<file path="config.mk">
export PLATFORM = sky130hd
export DESIGN_NAME = doodle_motion_ctrl
export DESIGN_NICKNAME = d
export VERILOG_FILES = /design/src/rtl/doodle_pkg.sv /design/src/rtl/doodle_hwrap.sv /design/src/rtl/doodle_motion_ctrl.sv
export SDC_FILE = /design/constraint.sdc
export NUM_CORES = 1
export LEC_CHECK = 0
export ABC_AREA = 1
export CAP_MARGIN = 25
export CORE_ASPECT_RATIO = 1.25
export CORE_UTILIZATION = 51
export CTS_CLUSTER_DIAMETER = 50
export DETAILED_ROUTE_END_ITERATION = 8
export PLACE_DENSITY = 0.72
export SLEW_MARGIN = 20
export SYNTH_ARGS = -nofsm -noshare
export SYNTH_HDL_FRONTEND = slang
export SYNTH_HIERARCHICAL = 1
export SYNTH_SLANG_ARGS = --single-unit
</file>
<file path="constraint.sdc">
create_clock -name clk -period 3.1 [get_ports clk]
set_clock_uncertainty 0.1 [all_clocks]
set_input_delay 0.31 -clock clk [delete_from_list [all_inputs] [get_ports clk]]
set_output_delay 0.31 -clock clk [all_outputs]
set_load 0.01 [all_outputs]
</file>
<file path="src/rtl/doodle_pkg.sv">
// Shared doodle definitions: motion state type, default screen geometry and
// datapath widths. Reused by the motion controller, renderer and block manager.
// No ports.
package doodle_pkg;

  typedef enum logic [1:0] {
    StIdle    = 2'd0,
    StRising  = 2'd1,
    StFalling = 2'd2,
    StDead    = 2'd3
  } doodle_state_e;

  localparam int unsigned ScreenWidthDef  = 320;
  localparam int unsigned ScreenHeightDef = 480;
  localparam int unsigned CoordWDef       = 16;
  localparam int unsigned VelWDef         = 8;

endpackage

</file>
<file path="src/rtl/doodle_hwrap.sv">
// Combinational horizontal step with screen wrap-around.
// Ports:
//   x      - current x (0..SCREEN_WIDTH-1)
//   left   - steer left
//   right  - steer right
//   x_next - x after one step; held when both or neither steer input is set
module doodle_hwrap
  import doodle_pkg::*;
#(
  parameter int unsigned SCREEN_WIDTH = ScreenWidthDef,
  parameter int unsigned H_SPEED      = 2,
  parameter int unsigned COORD_W      = CoordWDef
) (
  input  logic [COORD_W-1:0] x,
  input  logic               left,
  input  logic               right,
  output logic [COORD_W-1:0] x_next
);

  localparam logic [COORD_W-1:0] Step  = COORD_W'(H_SPEED);
  localparam logic [COORD_W-1:0] Width = COORD_W'(SCREEN_WIDTH);

  // One extra bit so x + Step cannot overflow before the wrap compare.
  logic [COORD_W:0] x_plus;
  assign x_plus = {1'b0, x} + {1'b0, Step};

  always_comb begin
    x_next = x;
    if (left && !right) begin
      if (x < Step) x_next = x + Width - Step;
      else          x_next = x - Step;
    end else if (right && !left) begin
      if (x_plus >= {1'b0, Width}) x_next = x + Step - Width;
      else                         x_next = x + Step;
    end
  end

endmodule

</file>
<file path="src/rtl/doodle_motion_ctrl.sv">
// Doodle physics engine: position, signed vertical velocity with gravity,
// horizontal steering with wrap, camera-scroll requests and game-over.
// Optional feature macro: DOODLE_SPRING_EN (adds the spring input; a landing
// with spring high loads SPRING_VELOCITY instead of JUMP_VELOCITY).
// Ports:
//   clk, reset            - clock, synchronous active-high reset
//   tick                  - physics strobe; motion updates only on tick
//   start                 - leave IDLE / restart from DEAD (no tick needed)
//   left, right           - steering
//   collide               - feet overlap a block this tick (used while falling)
//   spring                - (DOODLE_SPRING_EN only) spring landing
//   x, y                  - position, y screen-relative
//   vy                    - signed vertical velocity
//   falling               - state is FALLING
//   scroll_valid          - one-cycle pulse, scroll_dy valid
//   scroll_dy             - amount the world must move down
//   game_over             - one-cycle pulse on entry to DEAD
module doodle_motion_ctrl
  import doodle_pkg::*;
#(
  parameter int unsigned SCREEN_WIDTH    = ScreenWidthDef,
  parameter int unsigned SCREEN_HEIGHT   = ScreenHeightDef,
  parameter int unsigned COORD_W         = CoordWDef,
  parameter int unsigned VEL_W           = VelWDef,
  parameter int unsigned JUMP_VELOCITY   = 12,
  parameter int unsigned GRAVITY         = 1,
  parameter int unsigned MAX_FALL_SPEED  = 12,
  parameter int unsigned H_SPEED         = 2,
  parameter int unsigned SCROLL_LINE     = 320,
  parameter int unsigned SPRING_VELOCITY = 24
) (
  input  logic               clk,
  input  logic               reset,
  input  logic               tick,
  input  logic               start,
  input  logic               left,
  input  logic               right,
  input  logic               collide,
`ifdef DOODLE_SPRING_EN
  input  logic               spring,
`endif
  output logic [COORD_W-1:0] x,
  output logic [COORD_W-1:0] y,
  output logic [VEL_W-1:0]   vy,
  output logic               falling,
  output logic               scroll_valid,
  output logic [COORD_W-1:0] scroll_dy,
  output logic               game_over
);

  localparam logic [COORD_W-1:0]      XHome      = COORD_W'(SCREEN_WIDTH / 2);
  localparam logic [COORD_W-1:0]      ScrollLine = COORD_W'(SCROLL_LINE);
  localparam logic signed [COORD_W:0] ScrollLineS = $signed({1'b0, ScrollLine});
  localparam logic [VEL_W-1:0]        JumpVel    = VEL_W'(JUMP_VELOCITY);
  localparam logic signed [VEL_W:0]   Grav       = $signed((VEL_W + 1)'(GRAVITY));
  localparam logic signed [VEL_W:0]   NegMaxFall = -$signed((VEL_W + 1)'(MAX_FALL_SPEED));

  doodle_state_e state_q;

  logic [COORD_W-1:0]      x_next;
  logic signed [COORD_W:0] vy_ext;
  logic signed [COORD_W:0] y_raw;
  logic signed [VEL_W:0]   vy_dec;
  logic [VEL_W-1:0]        vy_new;
  logic [VEL_W-1:0]        land_vel;
  logic                    y_under;
  logic                    y_over;
  logic                    vy_new_le0;

  doodle_hwrap #(
    .SCREEN_WIDTH (SCREEN_WIDTH),
    .H_SPEED      (H_SPEED),
    .COORD_W      (COORD_W)
  ) u_hwrap (
    .x      (x),
    .left   (left),
    .right  (right),
    .x_next (x_next)
  );

  // y is unsigned; one extra bit keeps y + vy signed so a fall below 0 is visible.
  assign vy_ext = $signed({{(COORD_W + 1 - VEL_W){vy[VEL_W-1]}}, vy});
  assign y_raw  = $signed({1'b0, y}) + vy_ext;
  assign y_under = y_raw[COORD_W];
  assign y_over  = y_raw > ScrollLineS;

  // Gravity in VEL_W+1 bits so the clamp sees the true value before truncation.
  assign vy_dec     = $signed({vy[VEL_W-1], vy}) - Grav;
  assign vy_new     = (vy_dec < NegMaxFall) ? NegMaxFall[VEL_W-1:0] : vy_dec[VEL_W-1:0];
  assign vy_new_le0 = vy_new[VEL_W-1] || (vy_new == '0);

`ifdef DOODLE_SPRING_EN
  assign land_vel = spring ? VEL_W'(SPRING_VELOCITY) : JumpVel;
`else
  assign land_vel = JumpVel;
`endif

  assign falling = (state_q == StFalling);

  always_ff @(posedge clk) begin
    if (reset) begin
      state_q      <= StIdle;
      x            <= XHome;
      y            <= '0;
      vy           <= '0;
      scroll_valid <= 1'b0;
      scroll_dy    <= '0;
      game_over    <= 1'b0;
    end else begin
      scroll_valid <= 1'b0;
      game_over    <= 1'b0;
      case (state_q)
        StIdle: begin
          if (start) begin
            vy      <= JumpVel;
            state_q <= StRising;
          end
        end
        StRising, StFalling: begin
          if (tick) begin
            x <= x_next;
            if (state_q == StFalling && collide) begin
              vy      <= land_vel;
              state_q <= StRising;
            end else if (y_under) begin
              y         <= '0;
              vy        <= '0;
              state_q   <= StDead;
              game_over <= 1'b1;
            end else begin
              vy <= vy_new;
              if (state_q == StRising && vy_new_le0) state_q <= StFalling;
              if (y_over) begin
                // y_raw is positive here, so its low bits hold the exact difference.
                y            <= ScrollLine;
                scroll_dy    <= y_raw[COORD_W-1:0] - ScrollLine;
                scroll_valid <= 1'b1;
              end else begin
                y <= y_raw[COORD_W-1:0];
              end
            end
          end
        end
        StDead: begin
          if (start) begin
            x         <= XHome;
            y         <= '0;
            scroll_dy <= '0;
            vy        <= JumpVel;
            state_q   <= StRising;
          end
        end
        default: state_q <= StIdle;
      endcase
    end
  end

endmodule
</file>
==> results of run 1 <==
==> placed cells by master, fill, tap and decap left out, types with 3 or more instances in the layout <==
master	n
nand2_1	290
inv_1	107
nor2_1	85
nand3_1	75
clkdlybuf4s50_1	65
a21oi_1	59
dfxtp_1	51
nand4_1	25
nand2_2	23
buf_4	21
ha_1	19
nand3_2	13
xor2_1	13
o21ai_0	12
nand3b_1	9
nor3_1	9
clkbuf_16	9
dfxtp_2	9
inv_2	8
nor2_4	7
nor2_2	5
xnor2_1	5
ha_4	5
o211ai_1	4
nand2_4	4
and2_1	3
or2_2	3
nor4_1	3
==> repair_timing <==
action                                  in CTS  in global routing
endpoints found under the setup margin       1                 32
cloned                                       0                  3
pin swaps                                    0                  6
setup buffers                                0                  5
resized for setup                            2                 32
==> final cells by class <==
| class | count | area, um2 | area share, % |
|---|---|---|---|
| clock buffer | 12 | 246 | 3.68 |
| tap | 129 | 161 | 2.41 |
| multi-input combinational | 697 | 3750 | 56.0 |
| inverter | 116 | 435 | 6.50 |
| timing repair buffer | 87 | 820 | 12.2 |
| sequential | 60 | 1210 | 18.1 |
| clock inverter | 4 | 72.6 | 1.08 |
==> flip-flops by register name, indices dropped and copies added, names as in the netlist <==
| register | cells |
|---|---|
| game_over | 1 |
| scroll_dy | 16 |
| scroll_valid | 1 |
| state_q | 2 |
| vy | 8 |
| x | 16 |
| y | 16 |
==> per-layer routing <==
layer  vias to the layer above  track usage, %  share of wire (%)
met5                         -               0                  0
met4                         0            17.3                4.6
met3                        61            3.94                5.4
met2                       231            58.5                 53
met1                      2795            32.0                 37
li1                       3031               -                  -
==> cells in the mapped netlist <==
library cell,n,share of area (%)
a21oi_1,60,5.6
a21oi_2,1,0.16
a221oi_1,1,0.16
a22oi_1,1,0.14
a31oi_1,1,0.12
a32oi_1,1,0.16
and2_1,3,0.35
buf_2,6,0.56
buf_4,5,0.70
buf_6,3,0.63
clkbuf_1,10,0.70
clkinv_1,1,0.070
dfxtp_1,60,22
fa_1,1,0.37
ha_1,26,6.0
inv_1,107,7.5
inv_2,8,0.56
nand2_1,292,20
nand2_2,21,2.4
nand2_4,4,0.84
nand3_1,77,7.2
nand3_2,12,2.2
nand3_4,1,0.33
nand3b_1,9,1.3
nand3b_2,1,0.21
nand4_1,25,2.9
nor2_1,87,6.1
nor2_2,3,0.35
nor2_4,7,1.5
nor2_8,2,0.74
nor3_1,9,0.84
nor3_2,1,0.19
nor4_1,3,0.35
o211ai_1,4,0.56
o21a_1,1,0.14
o21ai_0,12,1.1
o21ai_1,2,0.19
o21ai_2,1,0.16
o221ai_1,2,0.33
o22ai_1,2,0.23
or2_2,3,0.35
or2_4,1,0.16
xnor2_1,5,0.81
xor2_1,13,2.1
==> how the worst min path moves through the flow <==
stage                                  start            endpoint  cells past startpoint
after CTS                 y[11]$_SDFFE_PP0P_  y[11]$_SDFFE_PP0P_                      2
after floorplan           y[10]$_SDFFE_PP0P_  y[10]$_SDFFE_PP0P_                      2
after global routing      y[11]$_SDFFE_PP0P_  y[11]$_SDFFE_PP0P_                      2
after detailed placement  y[10]$_SDFFE_PP0P_  y[10]$_SDFFE_PP0P_                      2
after global placement    y[10]$_SDFFE_PP0P_  y[10]$_SDFFE_PP0P_                      2
final                     y[11]$_SDFFE_PP0P_  y[11]$_SDFFE_PP0P_                      2
==> stage by stage <==
stage / setup WS [ns] / utilization [%] / hold WS, ns
CTS: 0.0190 / 64.0 / 0.359
global route: -0.0593 / 65.9 / 0.366
floorplan: 0.373 / - / 0.378
finish: 0.0978 / 65.9 / 0.356
detailed placement: 0.0959 / 60.8 / 0.350
global placement: 0.147 / 60.8 / 0.345
==> kinds of logic after synthesis <==
| logic type | count (synthesis) |
|---|---|
| and+or+nand+nor | 561 |
| AOI/OAI and AO/OA | 89 |
| buffers and inverters | 140 |
| xor gates and xnor gates | 18 |
| adders and majority gates | 27 |
| DFF | 60 |
==> worst max-delay path, cell delays in order (launching register included) <==
cell and delay, ns:
dfxtp_1 0.46, ha_4 0.27, nand3_1 0.14, nand3_2 0.13, nand2_1 0.10, nand3_1 0.10, nand2_2 0.13, ha_1 0.17
nand2_1 0.07, nor2_1 0.11, nand3_1 0.08, nor2_1 0.13, nand3_1 0.11, nor2_1 0.12, nand2_1 0.10, nand3_4 0.18
buf_6 0.16, nand2_1 0.06, nand2_2 0.09, a21oi_1 0.06
==> power by group <==
| group | leakage [nW] | switching (mW) | internal, mW |
|---|---|---|---|
| Clock | 0.153 | 0.372 | 0.725 |
| Combinational | 2.52 | 2.56 | 1.55 |
| Sequential | 0.491 | 0.184 | 0.927 |
| Total | 3.17 | 3.12 | 3.21 |
==> reports/metrics.cfg, run 1 <==
[logic_synthesis]
synth_cells = 895
yosys.area_share.adder_pct = 6.42
synth.avg_cell_area_um2 = 6.01
ys_types = 44
syn_area_um2 = 5380
synth_top_family_by_area = simple AND/OR/NAND/NOR gates
synth-compound-area-share_pct = 9.05
synth_seq_area_share_pct = 22.3
yosys.area_share.simple_pct = 48.6
synthesis.nets = 929
synthMuxAreaShare_pct = 0
synth_xor_area_share_pct = 2.93
yosys_warnings = 6
synth_seq_cells = 60

[sta]
slew_headroom_pct = 54.7
fin_crit_sh_pct = 96.8
finalHoldViolations = 0
timing.fmax_ghz = 0.333
slew_viol_final = 0
fin_crit_ns = 3.00
tns_ns = 0
setup_viol = 0
worstMarginPinSlew_ns = 0.677

[place]
dp_hpwl_um = 12500
dp.cells = 1081
port_buffers = 65
routabilityCongestion = 0.921
dpl-instance-area_um2 = 6170

[power]
totalPowerFinal_mw = 6.32
ir_worst_vdd_uv = 924
leakage_nw = 3.17
cellPowerDensity_nw_per_um2 = 945

[drt]
via_per_inst = 5.54
vias = 6118
ant_nets = 0
drc = 0
drtIter0Drc = 368
wl_per_cell_um = 15.2
wl_um = 16800
firstDrtPassIters = 6

[clock_tree]
htreeDepth = 3
clock_path_buffers = 2
clock-sinks = 60
cts_hold_buf = 0
clock_latency_ns = 0.33
cts_tree = built
clk_pin_slew_ns = 0.05
cts_root_buf = clkbuf_16
cts_buffers = 9

[critical_path]
reg2reg_to = y[6]$_SDFFE_PP0P_
required_ns = 3.19
startpoint = y[2]$_SDFFE_PP0P_
critPathKind = reg2reg
ff2ff_path_depth = 19
critPathCapture = y[6]$_SDFFE_PP0P_
reg2reg_slack_ns = 0.1
start_kind = register
path_max_fanout = 6
critPathArrivalTime_ns = 3.09
crit-reg2reg-launch = y[2]$_SDFFE_PP0P_
end_kind = register

[global_routing]
antenna_found_initial = 0
grt.total_usage_pct = 30.6
grt_pass1_wl_um = 26100
grt_max_degree = 38
globalRouteOverflowTotal = 0
grt_pass1_vias = 5647

[floorplan]
fp.dieH_um = 117
die-area_um2 = 11000
rows = 41
ioPinCount = 66
fp.dieW_um = 93.9
core-area_um2 = 10200
start_util_pct = 53.0

[cells_and_area]
syn_to_final_growth_pct = 24.4
final_cell_area_um2 = 6690
filler_cell_count = 933
finalNonFillerCells = 1105
drive_gt1_share_pct = 13.1
n_antenna_cell = 0
final_nets = 1005

[job]
drv_cap = 0

[outcome]
status = completed

[worst_hold_path]
hp-class = reg2reg

(Power assumes the default switching activity.)
==> inputs of run 2 (changes only) <==
Settings changed: CELL_PAD_IN_SITES_DETAIL_PLACEMENT set to 1, CELL_PAD_IN_SITES_GLOBAL_PLACEMENT set to 1, CORE_UTILIZATION 51 to 39, PLACE_DENSITY 0.72 to 0.79.
==> run 2 against run 1 <==
Against the previous run: clock-buffer cell count shrank 1; final cell count grew 4.7%; via count up 0.52%; die area grew 30%; critical path type unchanged; largest cell class unchanged; largest power group unchanged.
==> reports/metrics.cfg, run 2 (synthesis results as in run 1) <==
[sta]
tns_ns = 0  ; unchanged
finalHoldViolations = 0  ; unchanged
timing.fmax_ghz = 0.328  ; -1.5%
fin_crit_ns = 3.05  ; +0.0453 ns
setup_viol = 0  ; unchanged
holdWs_ns = 0.371  ; +0.0150 ns
slew_viol_final = 0  ; unchanged
slew_headroom_pct = 50.3  ; -4.4 points
fin_crit_sh_pct = 98.3  ; +1.5 points
worstMarginPinSlew_ns = 0.744  ; +0.0676 ns
setup_slack_ns = 0.0526  ; -0.0453 ns

[drt]
drc = 0  ; unchanged
vias = 6150  ; +0.52%
firstDrtPassIters = 4  ; -2
drtIter0Drc = 212  ; -42%
wl_um = 19600  ; +17%
ant_nets = 0  ; unchanged
wl_per_cell_um = 16.9  ; +12%
via_per_inst = 5.32  ; -4.0%

[critical_path]
ff2ff_path_depth = 21  ; +2
start_kind = register
crit_top_cell = nor2_1
cp_slowest_stage_delay_ns = 0.34  ; -0.12 ns
crit-reg2reg-launch = y[0]$_SDFFE_PP0P_
slowest_stage = dfxtp_2
critPathCapture = scroll_dy[13]$_SDFFE_PP0P_
critPathKind = reg2reg
path_max_fanout = 8  ; +2
path_depth = 21  ; +2
startpoint = y[0]$_SDFFE_PP0P_
worstPathBufferInverterCount = 4  ; +3
critPathArrivalTime_ns = 3.16  ; +0.07 ns
reg2reg_slack_ns = 0.05  ; -0.05 ns
worstPathCellList = ha_2 -> inv_1 -> fa_2 -> inv_1 -> nand2_1 -> nand4_1 -> nand2_2 -> inv_1 -> ha_1 -> nand2_1 -> nor2_1 -> nand3_1 -> nor2_1 -> nand3_1 -> nor2_1 -> nand2_1 -> nand3_4 -> buf_12 -> nand2_8 -> a21oi_1 -> nor2_1
reg2reg_to = scroll_dy[13]$_SDFFE_PP0P_
end_kind = register
cp_top_family = simple AND/OR/NAND/NOR gates
required_ns = 3.21  ; +0.02 ns

[power]
pwr-share-comb_pct = 70.4  ; +5.3 points
power.share.clock_pct = 14.4  ; -2.9 points
leakage_nw = 3.23  ; +2.1%
p_sw_mw = 3.48  ; +12%
internal_power_mw = 3.69  ; +15%
cellPowerDensity_nw_per_um2 = 1040  ; +9.8%
seq_power_share_pct = 15.2  ; -2.4 points
ir_worst_vdd_uv = 549  ; -41%
totalPowerFinal_mw = 7.17  ; +13%
switching_share_pct = 48.5  ; -0.80 points

[clock_tree]
htreeDepth = 3  ; unchanged
cts_root_buf = clkbuf_16
cts_hold_buf = 0  ; unchanged
cts_buffers = 9  ; unchanged
clock_path_buffers = 2  ; unchanged
cts_tree = built
clock_latency_ns = 0.34  ; about the same
clk_pin_slew_ns = 0.06  ; about the same
clock-sinks = 60  ; unchanged

[floorplan]
ioPinCount = 66  ; unchanged
core-area_um2 = 13300  ; +31%
start_util_pct = 40.3  ; -13 points
fp.dieW_um = 107  ; +14%
die-area_um2 = 14300  ; +30%
fp.dieH_um = 133  ; +14%
rows = 47  ; +15%

[global_routing]
grt_pass1_wl_um = 29500  ; +13%
globalRouteOverflowTotal = 0  ; unchanged
grt.total_usage_pct = 26.3  ; -4.3 points
antenna_found_initial = 0  ; unchanged
grt_pass1_vias = 6073  ; +7.5%
grt_max_degree = 38  ; unchanged

[cells_and_area]
syn_to_final_growth_pct = 28.5
n_antenna_cell = 0  ; unchanged
final_nets = 1015  ; +1.0%
reg_top3 = scroll_dy x16, x x16, y x16
final_util_pct = 51.8  ; -14 points
final_common_cell = nand2_1
drive_gt1_share_pct = 14.8  ; +1.7 points
final_cell_mix = nand2_1 (289), inv_1 (106), nor2_1 (85)

[outcome]
status = completed

[place]
port_buffers = 65  ; unchanged
routabilityCongestion = 0.890  ; -3.3%
pre_cts_ws_ns = 0.0249  ; -0.0710 ns
dp_hpwl_um = 14400  ; +16%

[worst_hold_path]
hp-class = reg2reg
worstHoldPathCells = 2  ; unchanged
hold_start = y[9]$_SDFFE_PP0P_

[job]
drv_cap = 0  ; unchanged

==> run 2: per-stage QoR <==
step,std cells,cell area [um2]
2_1_floorplan,895,5380
4_1_cts,1143,6560
6_report,1157,6910
5_1_grt,1157,6910
3_5_place_dp,1127,6260
3_3_place_gp,1127,6260
==> run 2: how the worst min path moves through the flow <==
stage	endpoint	slack [ns]
floorplan	y[10]$_SDFFE_PP0P_	0.38
global placement	y[9]$_SDFFE_PP0P_	0.36
detailed placement	y[9]$_SDFFE_PP0P_	0.37
CTS	y[9]$_SDFFE_PP0P_	0.38
global route	y[9]$_SDFFE_PP0P_	0.39
finish	y[9]$_SDFFE_PP0P_	0.37
==> run 2: what timing repair did <==
action / CTS / global route
setup buffers: 0 / 10
endpoints found under the hold margin: 0 / 0
setup endpoints to repair: 0 / 31
gates resized for setup: 0 / 41
==> run 2: worst reg2reg max path, cell delays in order, from the launching register on <==
cell and delay (ns):
dfxtp_2 0.34, ha_2 0.19, inv_1 0.05, fa_2 0.34, inv_1 0.11, nand2_1 0.10
nand4_1 0.10, nand2_2 0.09, inv_1 0.07, ha_1 0.14, nand2_1 0.06, nor2_1 0.12
nand3_1 0.09, nor2_1 0.10, nand3_1 0.07, nor2_1 0.12, nand2_1 0.10, nand3_4 0.12
buf_12 0.13, nand2_8 0.08, a21oi_1 0.22, nor2_1 0.10
==> run 2: power groups by stage <==
stage / sequential [mW] / combinational (mW) / clock, mW
after global routing: 1.11 / 5.48 / 1.08
after CTS: 1.06 / 3.65 / 1.04
after detailed placement: 1.08 / 3.61 / 0
after global placement: 1.07 / 3.57 / 0
after floorplan: 1.13 / 2.54 / 0
final: 1.09 / 5.05 / 1.03
==> run 2: cell type report <==
type	count	area, um2
multi-input cells	698	3800
clock buffers	11	243
repair buffers	96	946
inverters	116	439
clock inverters	5	61.3
well taps	171	214
flip-flops and latches	60	1210
fillers	1866	6440
==> run 2: routing by layer <==
metal	global-route usage, %	vias to the layer above	part of all wire, %
met5	0	-	0
met4	10.3	0	4.4
met3	3.13	49	2.2
met2	51.8	115	54
met1	27.7	2945	39
li1	-	3041	-
==> inputs of run 3 (changes only) <==
Clock period 3.1 ns to 3.16 ns, I/O delays scaled along.
==> run 3 against run 2 <==
Against the previous run: die area did not move; maximum frequency increased by 3.6%; via count is 1.6% lower; final cell count down 0.52%; critical path type unchanged; sequential share of layout area rose by 0.40 points; critical path depth decreased by 7; critical endpoint is now y[0]$_SDFFE_PP0P_; clock-buffer cell count rose by 1; first-iteration DRC count rose by 6.6%; total power is 13% lower.
==> reports/metrics.cfg, run 3 (synthesis results as in run 1) <==
[global_routing]
grt_pass1_wl_um = 29600  ; +0.16%
antenna_found_initial = 0  ; unchanged
grt.total_usage_pct = 26.6  ; +0.32 points
grt_pass1_vias = 5992  ; -1.3%
grt_max_degree = 38  ; unchanged
globalRouteOverflowTotal = 0  ; unchanged

[floorplan]
rows = 47  ; unchanged
fp.dieH_um = 133  ; unchanged
die-area_um2 = 14300  ; unchanged
fp.dieW_um = 107  ; unchanged
start_util_pct = 40.3  ; unchanged
core-area_um2 = 13300  ; unchanged
ioPinCount = 66  ; unchanged

[sta]
timing.fmax_ghz = 0.340  ; +3.6%
fin_crit_sh_pct = 93.1  ; -5.2 points
slew_headroom_pct = 50.9  ; +0.59 points
fin_crit_ns = 2.94  ; -0.106 ns
setup_viol = 0  ; unchanged
setup_slack_ns = 0.219  ; +0.166 ns
worstMarginPinSlew_ns = 0.735  ; -0.00887 ns
slew_viol_final = 0  ; unchanged
finalHoldViolations = 0  ; unchanged
tns_ns = 0  ; unchanged

[critical_path]
required_ns = 3.31  ; +0.10 ns
path_max_fanout = 7  ; -1
critPathArrivalTime_ns = 3.09  ; -0.07 ns
critPathKind = reg2reg
end_kind = register
start_kind = register

[clock_tree]
cts_root_buf = clkbuf_16
cts_buffers = 9  ; unchanged
cts_hold_buf = 0  ; unchanged
htreeDepth = 3  ; unchanged
clk_pin_slew_ns = 0.06  ; about the same
clock-sinks = 60  ; unchanged
cts_tree = built
clock_path_buffers = 2  ; unchanged
clock_latency_ns = 0.34  ; about the same

[cells_and_area]
final_nets = 1009  ; -0.59%
syn_to_final_growth_pct = 25.6
drive_gt1_share_pct = 13.4  ; -1.4 points
final_common_cell = nand2_1
final_cell_mix = nand2_1 (287), inv_1 (106), nor2_1 (86)
reg_top3 = scroll_dy x16, x x16, y x16
n_antenna_cell = 0  ; unchanged

[drt]
via_per_inst = 5.26  ; -1.1%
wl_per_cell_um = 16.5  ; -2.9%
ant_nets = 0  ; unchanged
drtIter0Drc = 226  ; +6.6%
wl_um = 18900  ; -3.4%
vias = 6053  ; -1.6%
drc = 0  ; unchanged
firstDrtPassIters = 4  ; unchanged

[outcome]
status = completed

[power]
cellPowerDensity_nw_per_um2 = 925  ; -11%
leakage_nw = 3.18  ; -1.5%
ir_worst_vdd_uv = 557  ; +1.5%
totalPowerFinal_mw = 6.25  ; -13%

[place]
port_buffers = 65  ; unchanged
routabilityCongestion = 0.908  ; +2.0%
pre_cts_ws_ns = 0.0640  ; +0.0391 ns
dp_hpwl_um = 14700  ; +1.8%

[job]
drv_cap = 0  ; unchanged

[worst_hold_path]
hp-class = reg2reg

## run 3: cell count changes in the layout (fill, tap and decap cells not counted), sizes merged
cell      delta
inv          +1
buf          -4
nand2        -1
clkinvlp     -4
clkinv       +2
## run 3: worst paths after layout
kind	startpoint	end	slack (ns)	cells after the start
setup / recovery	vy[7]$_SDFFE_PP0P_	y[0]$_SDFFE_PP0P_	0.22	14
hold / removal	y[10]$_SDFFE_PP0P_	y[10]$_SDFFE_PP0P_	0.38	2
setup reg to reg	vy[7]$_SDFFE_PP0P_	y[0]$_SDFFE_PP0P_	0.22	14
hold reg to reg	y[10]$_SDFFE_PP0P_	y[10]$_SDFFE_PP0P_	0.38	2
## run 3: cell type report
class                           instances  area (um2)
Fill cell                            1858        6590
Multi-Input combinational cell        697        3750
Sequential cell                        60        1210
Timing Repair Buffer                   91         850
Inverter                              116         435
Clock buffer                           12         246
Tap cell                              171         214
Clock inverter                          4        48.8
## run 3: where the power goes
group | internal (mW) | switching, mW | total (mW)
clock network | 0.630 | 0.362 | 0.992
registers | 0.908 | 0.171 | 1.08
logic | 1.59 | 2.59 | 4.18
## run 3: critical path, cell delays in order (launching register included)
cell     delay [ns]
dfxtp_2        0.37
ha_1           0.42
nand2_1        0.14
nor2_1         0.25
nand3_1        0.20
nand3_1        0.12
nand2_1        0.05
nand2_1        0.16
nand3_2        0.15
nor2_4         0.16
nand2_2        0.08
nand3_4        0.20
buf_6          0.16
nand3_1        0.09
a21oi_1        0.18
## run 3: what timing repair did
action	4_1_cts	5_1_grt
hold endpoints to repair	0	0
pin swaps	0	9
resized for setup	2	31
setup buffers	0	8
setup endpoints to repair	12	30
gates cloned	0	2
## run 3: through the flow
stage | std cells | cell area, um2 | util, % | hold slack, ns
floorplan | 895 | 5380 | - | 0.378
detailed placement | 1125 | 6240 | 46.8 | 0.370
global route | 1151 | 6760 | 50.6 | 0.390
global placement | 1125 | 6240 | 46.8 | 0.353
CTS | 1141 | 6550 | 49.0 | 0.385
finish | 1151 | 6760 | 50.6 | 0.379
## run 3: routing by layer
layer  vias to the layer above  wire length, um  global-route usage [%]
met1                      2888             7250                    27.1
met4                         0              513                    9.06
met3                        36              438                    3.67
li1                       3026                -                       -
met5                         -                0                       0
met2                       103            10700                    53.8
==> edit (config.mk and constraints of run 1) <==
Re-encode `doodle_state_e` (4 states) as Gray code, 2 bits wide.
--- a/src/rtl/doodle_pkg.sv
+++ b/src/rtl/doodle_pkg.sv
@@ -5,8 +5,8 @@
 
   typedef enum logic [1:0] {
-    StIdle    = 2'd0,
-    StRising  = 2'd1,
-    StFalling = 2'd2,
-    StDead    = 2'd3
+    StIdle    = 2'b00,
+    StRising  = 2'b01,
+    StFalling = 2'b11,
+    StDead    = 2'b10
   } doodle_state_e;
 
Behaviour: same outputs for any inputs over 4 cycles, from zero or initial values and one cycle with reset high; so few cycles prove little.
==> edit against run 1 <==
  * Wire length shrank 9.4%
  * Synthesized cell count is 4.1% lower
  * Sequential cell count unchanged
  * Setup slack improved by 0.072 ns
  * Area after synthesis is 2.6% lower
  * Final cell count down 3.8%
  * Cell area fell by 3.6%
Power is not compared: it rests on default switching activity, and its combinational part moved more than twofold at a synthesized area within 25%.
==> edit: results (changes against run 1) <==
Pwr
  – Worst VDD drop: 405 uV
  – Cell-internal power: 2.03 mW
  – Psw: 1.19 mW
  – Clock Power Share: 34.0%
  – Combinational share of power: 37.1%

Worst setup path
  – Critical-path top delay cell: ha_1
  – Worst-path fanout max: 7 (+1)
  – Largest stage delay, worst path: 0.39 ns (-0.07 ns)
  – Top delay family on crit path: simple AND/OR/NAND/NOR gates

Clock tree
  – Total CTS buffers: 9 (unchanged)
  – CTS resizes: 0 (-2)
  – CTS clk-pin slew, worst paths: 0.05 ns (about the same)
  – Clk root buf: clkbuf_16
  – CTS max path bufs: 2 (unchanged)
  – Setup bufs post-CTS: 0 (unchanged)
  – Worst skew pair latency: 0.34 ns

Outcome
  – Status: completed

Placement
  – Placed cells: 1041 (-3.7%)
  – DP Worst Slack: 0.0807 ns (-0.0152 ns)
  – HPWL Detailed: 11600 um (-7.2%)
  – Cell Area, Placed: 6020 um^2 (-2.6%)
  – Gpl congestion: 0.959 (+4.2%)

Yosys
  – Ys async rst share: 0% (unchanged)
  – Yosys cell types: 44 (unchanged)
  – Synthesized Nets: 889 (-4.3%)
  – Top_reg_cell synth: dfxtp_1
  – Avg Synthesized Cell Area: 6.11 um^2 (+1.6%)
  – Post-synthesis sequential area ratio: 22.9% (+0.60 points)
  – Top post-synthesis cells by area: dfxtp_1 (23%), nand2_1 (18%), nand3_1 (7.6%), inv_1 (7.1%), nor2_1 (6.1%)
  – Synth top cells by count: nand2_1 (251), inv_1 (99), nor2_1 (85)

Drt
  – Iteration-0 DRC count of the detailed router: 322 (-13%)
  – Drt wl/cell: 14.3 um (-5.8%)
  – Vias per cell: 5.51 (-0.45%)
  – DRT Pass-1 Iters: 5 (-1)

GRT
  – First-pass GRT wire length: 24300 um (-7.0%)
  – Grt met2 use: 52.6% (-5.8 points)
  – Global-route usage over all layers: 28.3% (-2.3 points)
  – Number of global-route vias before repair: 5493 (-2.7%)
  – Largest net degree at the start of global routing: 37 (-2.6%)
  – GR Layer Usage met3: 3.31% (-0.63 points)
  – Met1 Resource Use GR: 30.5% (-1.4 points)
  – Initial antenna violation count: 0 (unchanged)

Finish
  – # diodes: 0 (unchanged)
  – Final nets: 960 (-4.5%)
  – Share of layout cells above drive strength 1: 12.4% (-0.70 points)
  – Filler cell count: 974 (+4.4%)
  – Design area: 6450 um^2 (-3.6%)
  – Fin cells: 1063 (-3.8%)
  – Largest registers: scroll_dy (16), x (16), y (16)

STA
  – Rel. slew slack: 53.2% (-1.5 points)
-- edit: final cells by class --
type	count	area share, %
clock inverters	6	1.34
inverters	109	6.34
clock buffers	10	3.70
multi-input cells	667	55.2
well taps	129	2.50
flip-flops and latches	60	18.7
repair buffers	82	12.2
-- edit: metal layers --
metal	vias to the layer above	part of all wire, %
met1	2712	39
met2	178	51
li1	2908	-
met5	-	0
met4	0	5.0
met3	61	4.7
-- edit: cells by family after synthesis --
family / synth area share, %
flip-flops: 22.9
adder cells (fa/ha/maj): 5.88
AND/OR/NAND/NOR: 47.6
XOR/XNOR: 3.01
buffers and inverters: 10.5
AO/OA/AOI/OAI: 10.2
-- edit: final timing paths --
path / start / end / slack, ns / depth (start not counted)
max: y[5] / scroll_dy[9] / 0.17 / 19
min: y[15] / y[15] / 0.36 / 2
max reg2reg: y[5] / scroll_dy[9] / 0.17 / 19
min reg2reg: y[15] / y[15] / 0.36 / 2
